===== src/rtl/alu16_stage.sv =====
// Registered Hack ALU stage: combinational f(x, y) with zr/ng flags feeding a
// two-entry (main + skid) output buffer, plus a wrapping completed-result counter.
module alu16_stage #(
  parameter int CNT_W = 16
) (
  input  logic             clk,
  input  logic             rst_n,
  input  logic             in_valid,
  output logic             in_ready,
  input  logic [15:0]      x,
  input  logic [15:0]      y,
  input  logic [5:0]       ctrl,
  output logic             out_valid,
  input  logic             out_ready,
  output logic [15:0]      out,
  output logic             zr,
  output logic             ng,
  output logic [CNT_W-1:0] done_cnt
);

  logic        zx, nx, zy, ny, fn, no;
  logic [15:0] x1, x2, y1, y2;
  logic [15:0] and_r, sum_r, r, o;
  logic [17:0] new_entry;

  assign {zx, nx, zy, ny, fn, no} = ctrl;

  assign x1 = zx ? 16'h0000 : x;
  assign x2 = nx ? ~x1 : x1;
  assign y1 = zy ? 16'h0000 : y;
  assign y2 = ny ? ~y1 : y1;

  // Bitwise and16 gate array for the AND path.
  generate
    for (genvar gi = 0; gi < 16; gi++) begin : g_and16
      assign and_r[gi] = x2[gi] & y2[gi];
    end
  endgenerate

  assign sum_r = x2 + y2;
  assign r     = fn ? sum_r : and_r;
  assign o     = no ? ~r : r;

  // Stored entry layout: {o, zr, ng}.
  assign new_entry = {o, (o == 16'h0000), o[15]};

  logic             m_valid_reg, m_valid_next;
  logic [17:0]      m_data_reg,  m_data_next;
  logic             s_valid_reg, s_valid_next;
  logic [17:0]      s_data_reg,  s_data_next;
  logic [CNT_W-1:0] cnt_reg,     cnt_next;
  logic             in_xfer, out_xfer;

  assign in_ready  = ~s_valid_reg;
  assign out_valid = m_valid_reg;
  assign out       = m_data_reg[17:2];
  assign zr        = m_data_reg[1];
  assign ng        = m_data_reg[0];
  assign done_cnt  = cnt_reg;

  assign in_xfer  = in_valid & ~s_valid_reg;
  assign out_xfer = m_valid_reg & out_ready;

  always_comb begin
    m_valid_next = m_valid_reg;
    m_data_next  = m_data_reg;
    s_valid_next = s_valid_reg;
    s_data_next  = s_data_reg;
    cnt_next     = cnt_reg;
    if (out_xfer) begin
      cnt_next = cnt_reg + CNT_W'(1);
      if (s_valid_reg) begin
        m_data_next  = s_data_reg;
        s_valid_next = in_xfer;
        if (in_xfer) s_data_next = new_entry;
      end else begin
        m_valid_next = in_xfer;
        if (in_xfer) m_data_next = new_entry;
      end
    end else if (in_xfer) begin
      if (!m_valid_reg) begin
        m_valid_next = 1'b1;
        m_data_next  = new_entry;
      end else begin
        s_valid_next = 1'b1;
        s_data_next  = new_entry;
      end
    end
  end

  always_ff @(posedge clk or negedge rst_n) begin
    if (!rst_n) begin
      m_valid_reg <= 1'b0;
      m_data_reg  <= '0;
      s_valid_reg <= 1'b0;
      s_data_reg  <= '0;
      cnt_reg     <= '0;
    end else begin
      m_valid_reg <= m_valid_next;
      m_data_reg  <= m_data_next;
      s_valid_reg <= s_valid_next;
      s_data_reg  <= s_data_next;
      cnt_reg     <= cnt_next;
    end
  end

endmodule


===== config.mk =====
export PLATFORM = sky130hd
export DESIGN_NAME = alu16_stage
export DESIGN_NICKNAME = d
export VERILOG_FILES = /design/src/rtl/alu16_stage.sv
export SDC_FILE = /design/constraint.sdc
export NUM_CORES = 1
export LEC_CHECK = 0
export BUFFER_PORTS_ARGS = -buffer_cell sky130_fd_sc_hd__buf_4
export CORE_MARGIN = 2
export CORE_UTILIZATION = 40
export DETAILED_ROUTE_END_ITERATION = 10
export GPL_ROUTABILITY_DRIVEN = 1
export PLACE_DENSITY = 0.63
export SYNTH_ARGS = -nofsm -noshare
export SYNTH_HDL_FRONTEND = slang
export SYNTH_SLANG_ARGS = --single-unit

===== constraint.sdc =====
create_clock -name clk -period 5.3 [get_ports clk]
set_clock_uncertainty 0.1 [all_clocks]
set_input_delay 0.53 -clock clk [delete_from_list [all_inputs] [get_ports clk]]
set_output_delay 0.53 -clock clk [all_outputs]
set_load 0.005 [all_outputs]

==> results.md, run 1 <==
Yosys:
- The sequential fraction of the synthesis area is 0.320.
- When the netlist entered floorplanning its net count stood at just over 500.
- The count of warnings emitted by yosys is 0.
- Of the total synthesized cell area, the portion taken by full adders, half adders and majority gates is 0.0573.
- The count of state elements after synthesis is between 50 and 60.
- In this run the cell area of the synthesized design comes to slightly above 4000 um2.
- After synthesis, the largest family of logic cells by area is simple AND/OR/NAND/NOR gates.
- Of the total synthesized cell area, the portion taken by XOR and XNOR cells is 0.142.
- The proportion of synthesized area in mux cells is 0.0351.
- In this run, synthesis inferred 0 flip-flops with an integrated enable.
- The primary flip-flop cell chosen by synthesis mapping is sky130_fd_sc_hd__dfrtp_1.
- In the synthesized netlist, the number of instances is approximately 450.
- The distinct cell type count after synthesis is 69.
- The synthesized-area fraction occupied by ao, oa, aoi and oai cells was 0.201.
- Of all flip-flops after synthesis, the portion carrying an async set or reset was 1.00.
- Of the total synthesized cell area, the portion taken by AND, OR, NAND and NOR gates is 0.211.
- The average cell area after synthesis is 8.96 um2.

Final layout:
- The sequential cell area is 1300 um2.
- The filler cells instantiated in the layout total 976.
- In the layout the commonest cells are sky130_fd_sc_hd__buf_4 (79), sky130_fd_sc_hd__xnor2_1 (53), sky130_fd_sc_hd__dfrtp_1 (52).
- The area of the multi-input gates is 2630 um2.
- In the final layout, the share of cells above drive strength 1 is 0.216.
- The leading cell type in the layout, fill and taps excluded is sky130_fd_sc_hd__buf_4.
- In the final design database the tool counted 574 nets.
- The repair_antennas step left the layout with diodes totalling 0.
- From synthesis to final layout, the design area changed by 18.0%.

Clocking:
- In this run, CTS created clock tree buffers numbering 5.
- The post-CTS clock slew at the launch and capture registers of the worst setup and hold paths is 0.09 ns.
- Counting every sink on the clock net gives 52.
- The latest clock arrival within the worst-skew pair is around 0.3 ns.
- The clock passes through at most 2 buffers.
- The buffer type at the clock tree root is sky130_fd_sc_hd__clkbuf_8.
- The maximum level of the CTS H-tree is 2.
- Hold repair after CTS inserted 0 buffers.
- The post-cts repair resize count is 0.
- The TritonCTS clock tree is yes.
- Post-CTS timing repair inserted 0 buffers for setup.

Drt:
- In the detailed route, the total length drawn on met3 is 417 um.
- Before antenna repair, the detailed router went through 4 iterations.
- In the final routing, the length of wire on met1 measures 4220 um.
- The final layout contains routed wiring with a total length of 8640 um.
- The count of nets left with antenna violations once routing finished came out at 0.
- The met2 layer wire length in the routed design is ~3900 um.
- After detailed routing, the number of remaining DRC violations is 0.
- After detailed routing, the number of vias per cell comes to 5.25.
- The routed via count is 3399.
- In the final routed layout, each cell accounts on average for roughly 13 um.
- The top routing layer in use is met4.
- After the first detailed-routing iteration, the DRC count stood at 107.

Timing:
- In the finished design, the share of the clock period the worst path needs comes to 0.654.
- The worst pin sits at a relative slew slack of 0.405.
- Setup repair after global routing left no endpoint under its margin.
- The worst path in the final design needs a cycle of 3.47 ns, including I/O delays and setup.
- The final count of negative-setup-slack endpoints is 0.
- At the pin with the least slew margin, the transition time is 0.892 ns.
- Timing would allow up to between 200 and 300 MHz.
- The count of final max-slew check failures is 0.
- The setup total negative slack is 0 ns.
- The total count of hold-check failures in the final report came to 0.
- On the final layout, the worst hold slack is 0.149 ns.

Power:
- The analysis attributes to cell leakage a power of 2.08 nW.
- The power density over the cells is ~360 nW/um2.
- Across the VDD grid, the largest voltage drop is 0.000142 V.
- The total power of the final layout is 0.00173 W.

Floorplan:
- From bottom edge to top edge, the die measures 105 um.
- The area of the die is 11000 um2.
- After floorplanning, the core was sized to cover 9820 um2.
- The floorplan die width is 105 um.
- The number of top-level pins is 78.
- The initial utilization of the core area, before any placement, comes to 0.413.
- The floorplan has 36 rows.

Critical path:
- The maximum fanout along the worst path is 16.
- STA puts the critical path data arrival time at ~3.6 ns.
- For the worst setup path, the data required time is 5.44 ns.
- The worst setup path is captured at a flip-flop.
- The worst setup path is of the in -> reg kind.
- The element type at the critical path start is an input pin.

Global route:
- The number of global-route vias before repair is 3266.
- The initial antenna violation count is 0.
- The largest net degree at the start of global routing is 53.
- The remaining global-route overflow is 0.
- The wire length of the first global-routing pass is 15300 um.
- In the global route stage, overall resource usage came out at 0.162.

Place:
- The global placer's final weighted congestion is 0.860.
- The post-detailed-placement half-perimeter wirelength is 6730 um.
- Port buffering added 77 buffers.

Job:
- The number of maximum-capacitance violations is 0.

Min path:
- The worst hold path belongs to the class in -> async.

Status:
- The run finished with clean final reports.
[layer usage]
layer / up-vias / track usage
met4: 0 / 0.0381
met2: 100 / 0.265
met3: 6 / 0.0200
li1: 1723 / -
met1: 1570 / 0.229
met5: - / 0
[kinds of logic after synthesis]
| group | Yosys count |
|---|---|
| simple gates | 159 |
| compound gates | 114 |
| fa+ha+maj | 18 |
| mux | 13 |
| flops | 52 |
| xor+xnor | 66 |
| buf+inv | 31 |
[through the flow]
step / cell area [um2] / setup WS, ns / std cells / util
3_3_place_gp: 4710 / 1.57 / 640 / 0.480
2_1_floorplan: 4060 / 1.45 / 453 / -
5_1_grt: 4790 / 1.58 / 647 / 0.488
3_5_place_dp: 4710 / 1.53 / 640 / 0.480
4_1_cts: 4790 / 1.84 / 647 / 0.488
6_report: 4790 / 1.83 / 647 / 0.488
[power breakdown]
part	leakage (nW)	switching (W)	internal, W	total (W)
sequential	0.645	0.0000972	0.000546	0.000643
clock	0.0410	0.000119	0.0000900	0.000209
combinational	1.39	0.000451	0.000429	0.000880
[worst max-delay path, stage by stage]
cell and delay [ns]:
sky130_fd_sc_hd__buf_4 0.15, sky130_fd_sc_hd__nand2b_1 0.15, sky130_fd_sc_hd__xnor2_1 0.13, sky130_fd_sc_hd__ha_1 0.27, sky130_fd_sc_hd__fa_1 0.42, sky130_fd_sc_hd__a21o_1 0.23, sky130_fd_sc_hd__a221o_2 0.35, sky130_fd_sc_hd__a21oi_1 0.30
sky130_fd_sc_hd__a211o_1 0.26, sky130_fd_sc_hd__and4_2 0.22, sky130_fd_sc_hd__o211ai_1 0.10, sky130_fd_sc_hd__nor4bb_2 0.32, sky130_fd_sc_hd__a31o_1 0.18
[final timing paths]
check | start | end | slack (ns) | depth (start not counted)
worst max-delay path | ctrl[5] | m_data_reg[1]$_DFFE_PN0P_ | 1.83 | 13
worst min register to register | done_cnt[15]$_DFFE_PN0P_ | done_cnt[15]$_DFFE_PN0P_ | 0.38 | 1
max in group asynchronous | rst_n | s_data_reg[4]$_DFFE_PN0P_ | 4.51 | 1
min in group clk | in_valid | out_valid$_DFFE_PN0P_ | 0.36 | 2
worst min-delay path | rst_n | done_cnt[2]$_DFFE_PN0P_ | 0.15 | 1
worst max register to register | out_valid$_DFFE_PN0P_ | m_data_reg[4]$_DFFE_PN0P_ | 3.10 | 4
[synth_stat cells (6+ instances only)]
master | number | area [um2]
sky130_fd_sc_hd__nor3_1 | 6 | 30.0
sky130_fd_sc_hd__nor2_1 | 33 | 124
sky130_fd_sc_hd__ha_1 | 17 | 213
sky130_fd_sc_hd__nand2_1 | 40 | 150
sky130_fd_sc_hd__clkbuf_1 | 18 | 67.6
sky130_fd_sc_hd__nor2b_1 | 7 | 43.8
sky130_fd_sc_hd__mux2i_1 | 6 | 60.1
sky130_fd_sc_hd__dfrtp_1 | 52 | 1300
sky130_fd_sc_hd__xnor2_1 | 53 | 464
sky130_fd_sc_hd__o21a_1 | 8 | 60.1
sky130_fd_sc_hd__inv_1 | 6 | 22.5
sky130_fd_sc_hd__nand4_1 | 6 | 37.5
sky130_fd_sc_hd__nand2b_1 | 34 | 213
sky130_fd_sc_hd__a21o_1 | 9 | 67.6
sky130_fd_sc_hd__xor2_1 | 13 | 114
sky130_fd_sc_hd__a21oi_1 | 30 | 150
sky130_fd_sc_hd__nand3_1 | 7 | 35.0
sky130_fd_sc_hd__o211ai_1 | 6 | 45.0
sky130_fd_sc_hd__o21ai_0 | 21 | 105
[area by class of cell]
| class | instances | area share |
|---|---|---|
| timing repair buffer | 79 | 0.124 |
| multi-input combinational | 370 | 0.549 |
| inverter | 6 | 0.00470 |
| clock inverter | 1 | 0.00104 |
| sequential | 52 | 0.272 |
| tap | 133 | 0.0347 |
| clock buffer | 6 | 0.0151 |
Power figures use the tool's default switching activity.
==> inputs of run 2 (changes only) <==
--- a/config.mk
+++ b/config.mk
@@ -5,12 +5,13 @@
 export SDC_FILE = /design/constraint.sdc
 export NUM_CORES = 1
 export LEC_CHECK = 0
+export ABC_AREA = 1
 export BUFFER_PORTS_ARGS = -buffer_cell sky130_fd_sc_hd__buf_4
 export CORE_MARGIN = 2
 export CORE_UTILIZATION = 40
 export DETAILED_ROUTE_END_ITERATION = 10
 export GPL_ROUTABILITY_DRIVEN = 1
-export PLACE_DENSITY = 0.63
+export PLACE_DENSITY = 0.65
 export SYNTH_ARGS = -nofsm -noshare
 export SYNTH_HDL_FRONTEND = slang
 export SYNTH_SLANG_ARGS = --single-unit
==> constraint.sdc (replaced) <==
create_clock -name clk -period 2.9 [get_ports clk]
set_clock_uncertainty 0.1 [all_clocks]
set_input_delay 0.29 -clock clk [delete_from_list [all_inputs] [get_ports clk]]
set_output_delay 0.29 -clock clk [all_outputs]
set_load 0.005 [all_outputs]
==> run 2 against run 1 <==
Final cell count grew 33%. Die area grew 5.1%. Design area grew 7.1%. Sequential cell count is the same. Non-clock buffer count grew 10. Critical path depth grew 9. Utilization grew 0.69 points. Critical path type unchanged.
==> results.md, run 2 <==
Yosys:
- For this run, the leading register cell type out of synthesis is sky130_fd_sc_hd__dfrtp_1.
- Counting instances in the post-synthesis netlist gives the leading cell types as sky130_fd_sc_hd__nand2_1 (203), sky130_fd_sc_hd__inv_1 (90), sky130_fd_sc_hd__nand3_1 (72), sky130_fd_sc_hd__dfrtp_1 (52).
- The count of mapped cells out of synthesis was 650 (+43%).
- The synthesized cell area is 4280 um2 (+5.3%).
- The area fraction of the dominant cell type after synthesis came to 0.304 (-0.0161).
- The fraction of registers with async set or reset after synthesis was 1.00 (unchanged).
- The average cell area after synthesis is 6.58 um2 (-27%).
- Yosys attributes the largest share of cell area to sky130_fd_sc_hd__dfrtp_1 (30%), sky130_fd_sc_hd__nand2_1 (18%), sky130_fd_sc_hd__nand3_1 (8.4%), sky130_fd_sc_hd__xor2_1 (8.2%), sky130_fd_sc_hd__inv_1 (7.9%).
- The cell type contributing the most total cell area after synthesis is sky130_fd_sc_hd__dfrtp_1.
- The number of synthesized flops with an enable pin came to 0 (unchanged).
- The sequential fraction of the synthesis area is 0.304 (-0.0161).
- The count of state elements after synthesis is 52 (unchanged).
- The distinct cell type count after synthesis is 32 (-54%).
- The count of warnings emitted by yosys came to 0 (unchanged).
- The number of nets in the synthesized netlist is 710 (+38%).
- sky130_fd_sc_hd__nand2_1 is the most common cell in the netlist.

Power:
- The switching power summed over all nets was 0.00133 W (+99%).
- The clock share of power came to 0.128 (+0.007).
- The standby leakage power is 2.81 nW (+35%).
- The internal power of the cells is 0.00189 W (+77%).
- The power density over the cells is 627 nW/um2 (+74%).
- The maximum VDD drop is 0.000341 V (+140%).
- The logic gate share of total power is 0.508 (about the same).
- The proportion of power drawn by flip-flops and latches is 0.365 (-0.006).
- The switching part of the total is 0.413 (+0.0278).

Timing:
- The final setup slack of the worst path is 0.290 ns (-1.54 ns).
- The worst-margin pin slew is 0.688 ns (-0.205 ns).
- The worst hold margin is 0.172 ns (+0.0233 ns).
- The setup total negative slack is 0 ns (unchanged).
- For this run, the top clock speed supported by timing is around 380 MHz.
- Setup repair after global routing left no endpoint under its margin.
- The total count of hold-check failures in the final report was 0 (unchanged).
- The worst slew margin relative to its limit is 0.541 (+0.136).
- The count of final max-slew check failures is 0 (unchanged).
- The final count of negative-setup-slack endpoints is 0 (unchanged).
- The minimum clock period is 2.61 ns.
- Of the available clock period, the critical path in the final layout requires 0.900.

Place:
- The total placed cells including tap cells is 851 (+33%).
- The global placer's final weighted congestion is 0.963 (+12%).
- The count of buffers from port buffering is 77 (unchanged).
- The post-placement setup slack is -0.0676 ns (-1.60 ns).
- The post-detailed-placement half-perimeter wirelength is 7930 um (+18%).

Global route:
- The number of global-route vias before repair is 3834 (+17%).
- The initial antenna violation count is 0 (unchanged).
- The wire length of the first global-routing pass came to 17000 um (+11%).
- The total routing usage reported by global routing is 0.175 (+0.0126).
- The largest net degree at the start of global routing is 53 (unchanged).
- The remaining global-route overflow is 0 (unchanged).

Status:
- The run finished with clean final reports.

Critical path:
- The cell occurring most often along the worst timing path is sky130_fd_sc_hd__nand2_1.
- The critical path is of the in -> reg type.
- The maximum fanout along the worst path is 7 (-9).
- STA classifies the critical path endpoint as a flip-flop.
- The element type at the critical path start is an input pin.
- The master of the slowest instance on the critical path is sky130_fd_sc_hd__fa_1.
- The required time at the worst-slack endpoint is 3.04 ns (-2.40 ns).
- The largest stage delay on the critical path was 0.42 ns (about the same).
- Traced cell by cell, the critical path runs through buf_4, clkinvlp_4, nand2_1, xor2_1, inv_1, ha_1, fa_1, nand3_1, nand3_1, nand3_1, nand3_1, nand2_1, nand3_1, nand2_1, nand2_1, nand2_1, nand2_1, nor2_1, nand3_1, nand2_1, nand2_1, nand2_1.
- The arrival time of the worst setup path is 2.75 ns (-0.86 ns).

Final layout:
- The share of the core filled with cells came to 0.495 (+0.00691).
- The top cell types in the final layout, fill and taps aside, are sky130_fd_sc_hd__nand2_1 (203), sky130_fd_sc_hd__inv_1 (89), sky130_fd_sc_hd__buf_4 (86).
- The non-filler instance count after layout is 860 (+33%).
- The leading cell type in the layout, fill and taps excluded is sky130_fd_sc_hd__nand2_1.
- The number of nets in the finished design is 783 (+36%).
- The fraction of final layout cells with drive strength greater than 1 is 0.171 (-0.0447).
- The area growth from synthesis to final layout is 20.0%.
- The number of inserted diodes is 0 (unchanged).

Drt:
- The routed wire length is 9950 um (+15%).
- The routed length per placed instance is 11.6 um (-13%).
- The number of antenna-violating nets in the routed design is 0 (unchanged).
- The number of iterations in the first detailed-routing pass is 6 (+2).
- The detailed router's first-iteration violation count was 217 (+100%).
- The post-detailed-route DRC marker count is 0 (unchanged).
- The via-per-instance ratio is 4.76 (-9.3%).
- The routed via count is 4097 (+21%).

Floorplan:
- The floorplan die width came to 107 um (+2.5%).
- The area of the die is 11500 um2 (+5.1%).
- The initial core utilization is 0.412 (-0.00120).
- The core outline area is 10400 um2 (+5.6%).
- The number of top-level pins was 78 (unchanged).
- The overall die height is 107 um (+2.5%).
- The cell row count was 37 (+2.8%).

Clocking:
- The latest clock arrival within the worst-skew pair came to 0.30 ns (about the same).
- The post-CTS clock slew at the launch and capture registers of the worst setup and hold paths was 0.09 ns (about the same).
- The maximum buffer depth of the clock tree came to 2 (unchanged).
- The number of sinks on the clock net is 52 (unchanged).
- The tree is rooted in a sky130_fd_sc_hd__clkbuf_8.
- The number of buffers inserted during clock tree synthesis is 5 (unchanged).
- The TritonCTS clock tree is yes.
- The maximum level of the CTS H-tree is 2 (unchanged).

Min path:
- The path class of the tightest hold or removal check is in -> reg.

Job:
- The number of maximum-capacitance violations is 0 (unchanged).
run 2: cell types whose count changed after synthesis, moves of 6 or more:
cell                       delta
sky130_fd_sc_hd__nand2b_1    -34
sky130_fd_sc_hd__inv_1       +84
sky130_fd_sc_hd__nand3_1     +65
sky130_fd_sc_hd__xor2_1      +27
sky130_fd_sc_hd__nand2_1    +163
sky130_fd_sc_hd__a21o_1       -9
sky130_fd_sc_hd__o21ai_0     +19
sky130_fd_sc_hd__a21oi_1     -12
sky130_fd_sc_hd__nor2b_1      -7
sky130_fd_sc_hd__mux2i_1      -6
sky130_fd_sc_hd__nand2_2     +11
sky130_fd_sc_hd__xnor2_1     -44
run 2: power groups by stage:
stage	clock network [W]	registers, W	logic, W
after global placement	0	0.00118	0.00161
after detailed placement	0	0.00119	0.00164
after floorplan	0	0.00117	0.00104
final	0.000411	0.00117	0.00163
after CTS	0.000421	0.00118	0.00165
after global routing	0.000447	0.00121	0.00187
run 2: logic make-up (layout without fill, tap and decap cells):
family	Yosys count	count (layout)	share of synthesized area
buffers and inverters	117	191	0.106
AND/OR/NAND/NOR	345	345	0.349
AO/OA/AOI/OAI	69	69	0.0860
XOR/XNOR	49	49	0.100
flip-flops	52	52	0.304
adder cells (fa/ha/maj)	18	18	0.0544
run 2: metrics by stage:
stage / power, W / cell area [um2]
4_1_cts: 0.00324 / 5130
6_report: 0.00322 / 5130
2_1_floorplan: 0.00221 / 4280
3_3_place_gp: 0.00279 / 5030
3_5_place_dp: 0.00283 / 5030
5_1_grt: 0.00353 / 5130
run 2: path summary, 6_finish.rpt:
| path | cells after the start | from | slack (ns) | to |
|---|---|---|---|---|
| hold reg to reg | 2 | s_data_reg[2]$_DFFE_PN0P_ | 0.39 | s_data_reg[2]$_DFFE_PN0P_ |
| min in group asynchronous | 2 | rst_n | 0.45 | s_data_reg[4]$_DFFE_PN0P_ |
| setup / recovery | 22 | ctrl[3] | 0.29 | m_data_reg[1]$_DFFE_PN0P_ |
| setup reg to reg | 9 | s_valid_reg$_DFFE_PN0P_ | 0.91 | m_data_reg[6]$_DFFE_PN0P_ |
| hold / removal | 4 | out_ready | 0.17 | out_valid$_DFFE_PN0P_ |
| max in group asynchronous | 2 | rst_n | 1.83 | s_data_reg[10]$_DFFE_PN0P_ |
run 2: layer usage:
| layer | track usage | share of wire |
|---|---|---|
| met5 | 0 | 0 |
| met4 | 0.0504 | 0.014 |
| met3 | 0.0212 | 0.048 |
| met2 | 0.289 | 0.45 |
| met1 | 0.241 | 0.49 |
run 2: layout make-up:
class                   count  area [um2]
fillers                  1066        5240
multi-input cells         481        2520
flip-flops and latches     52        1300
repair buffers             89         696
inverters                  94         357
well taps                 136         170
clock buffers               6        72.6
clock inverters             2        16.3
run 2: timing repair:
action	CTS	global route
setup buffers	0	0
gates resized for setup	0	1
hold buffers	1	0
endpoints found under the hold margin	52	0
endpoints found under the setup margin	0	1
run 2: worst max-delay path, delay by kind of cell:
| family | cells | cell delay [ns] |
|---|---|---|
| simple gates | 16 | 1.42 |
| fa+ha+maj | 2 | 0.62 |
| xor+xnor | 1 | 0.15 |
| buf+inv | 3 | 0.27 |
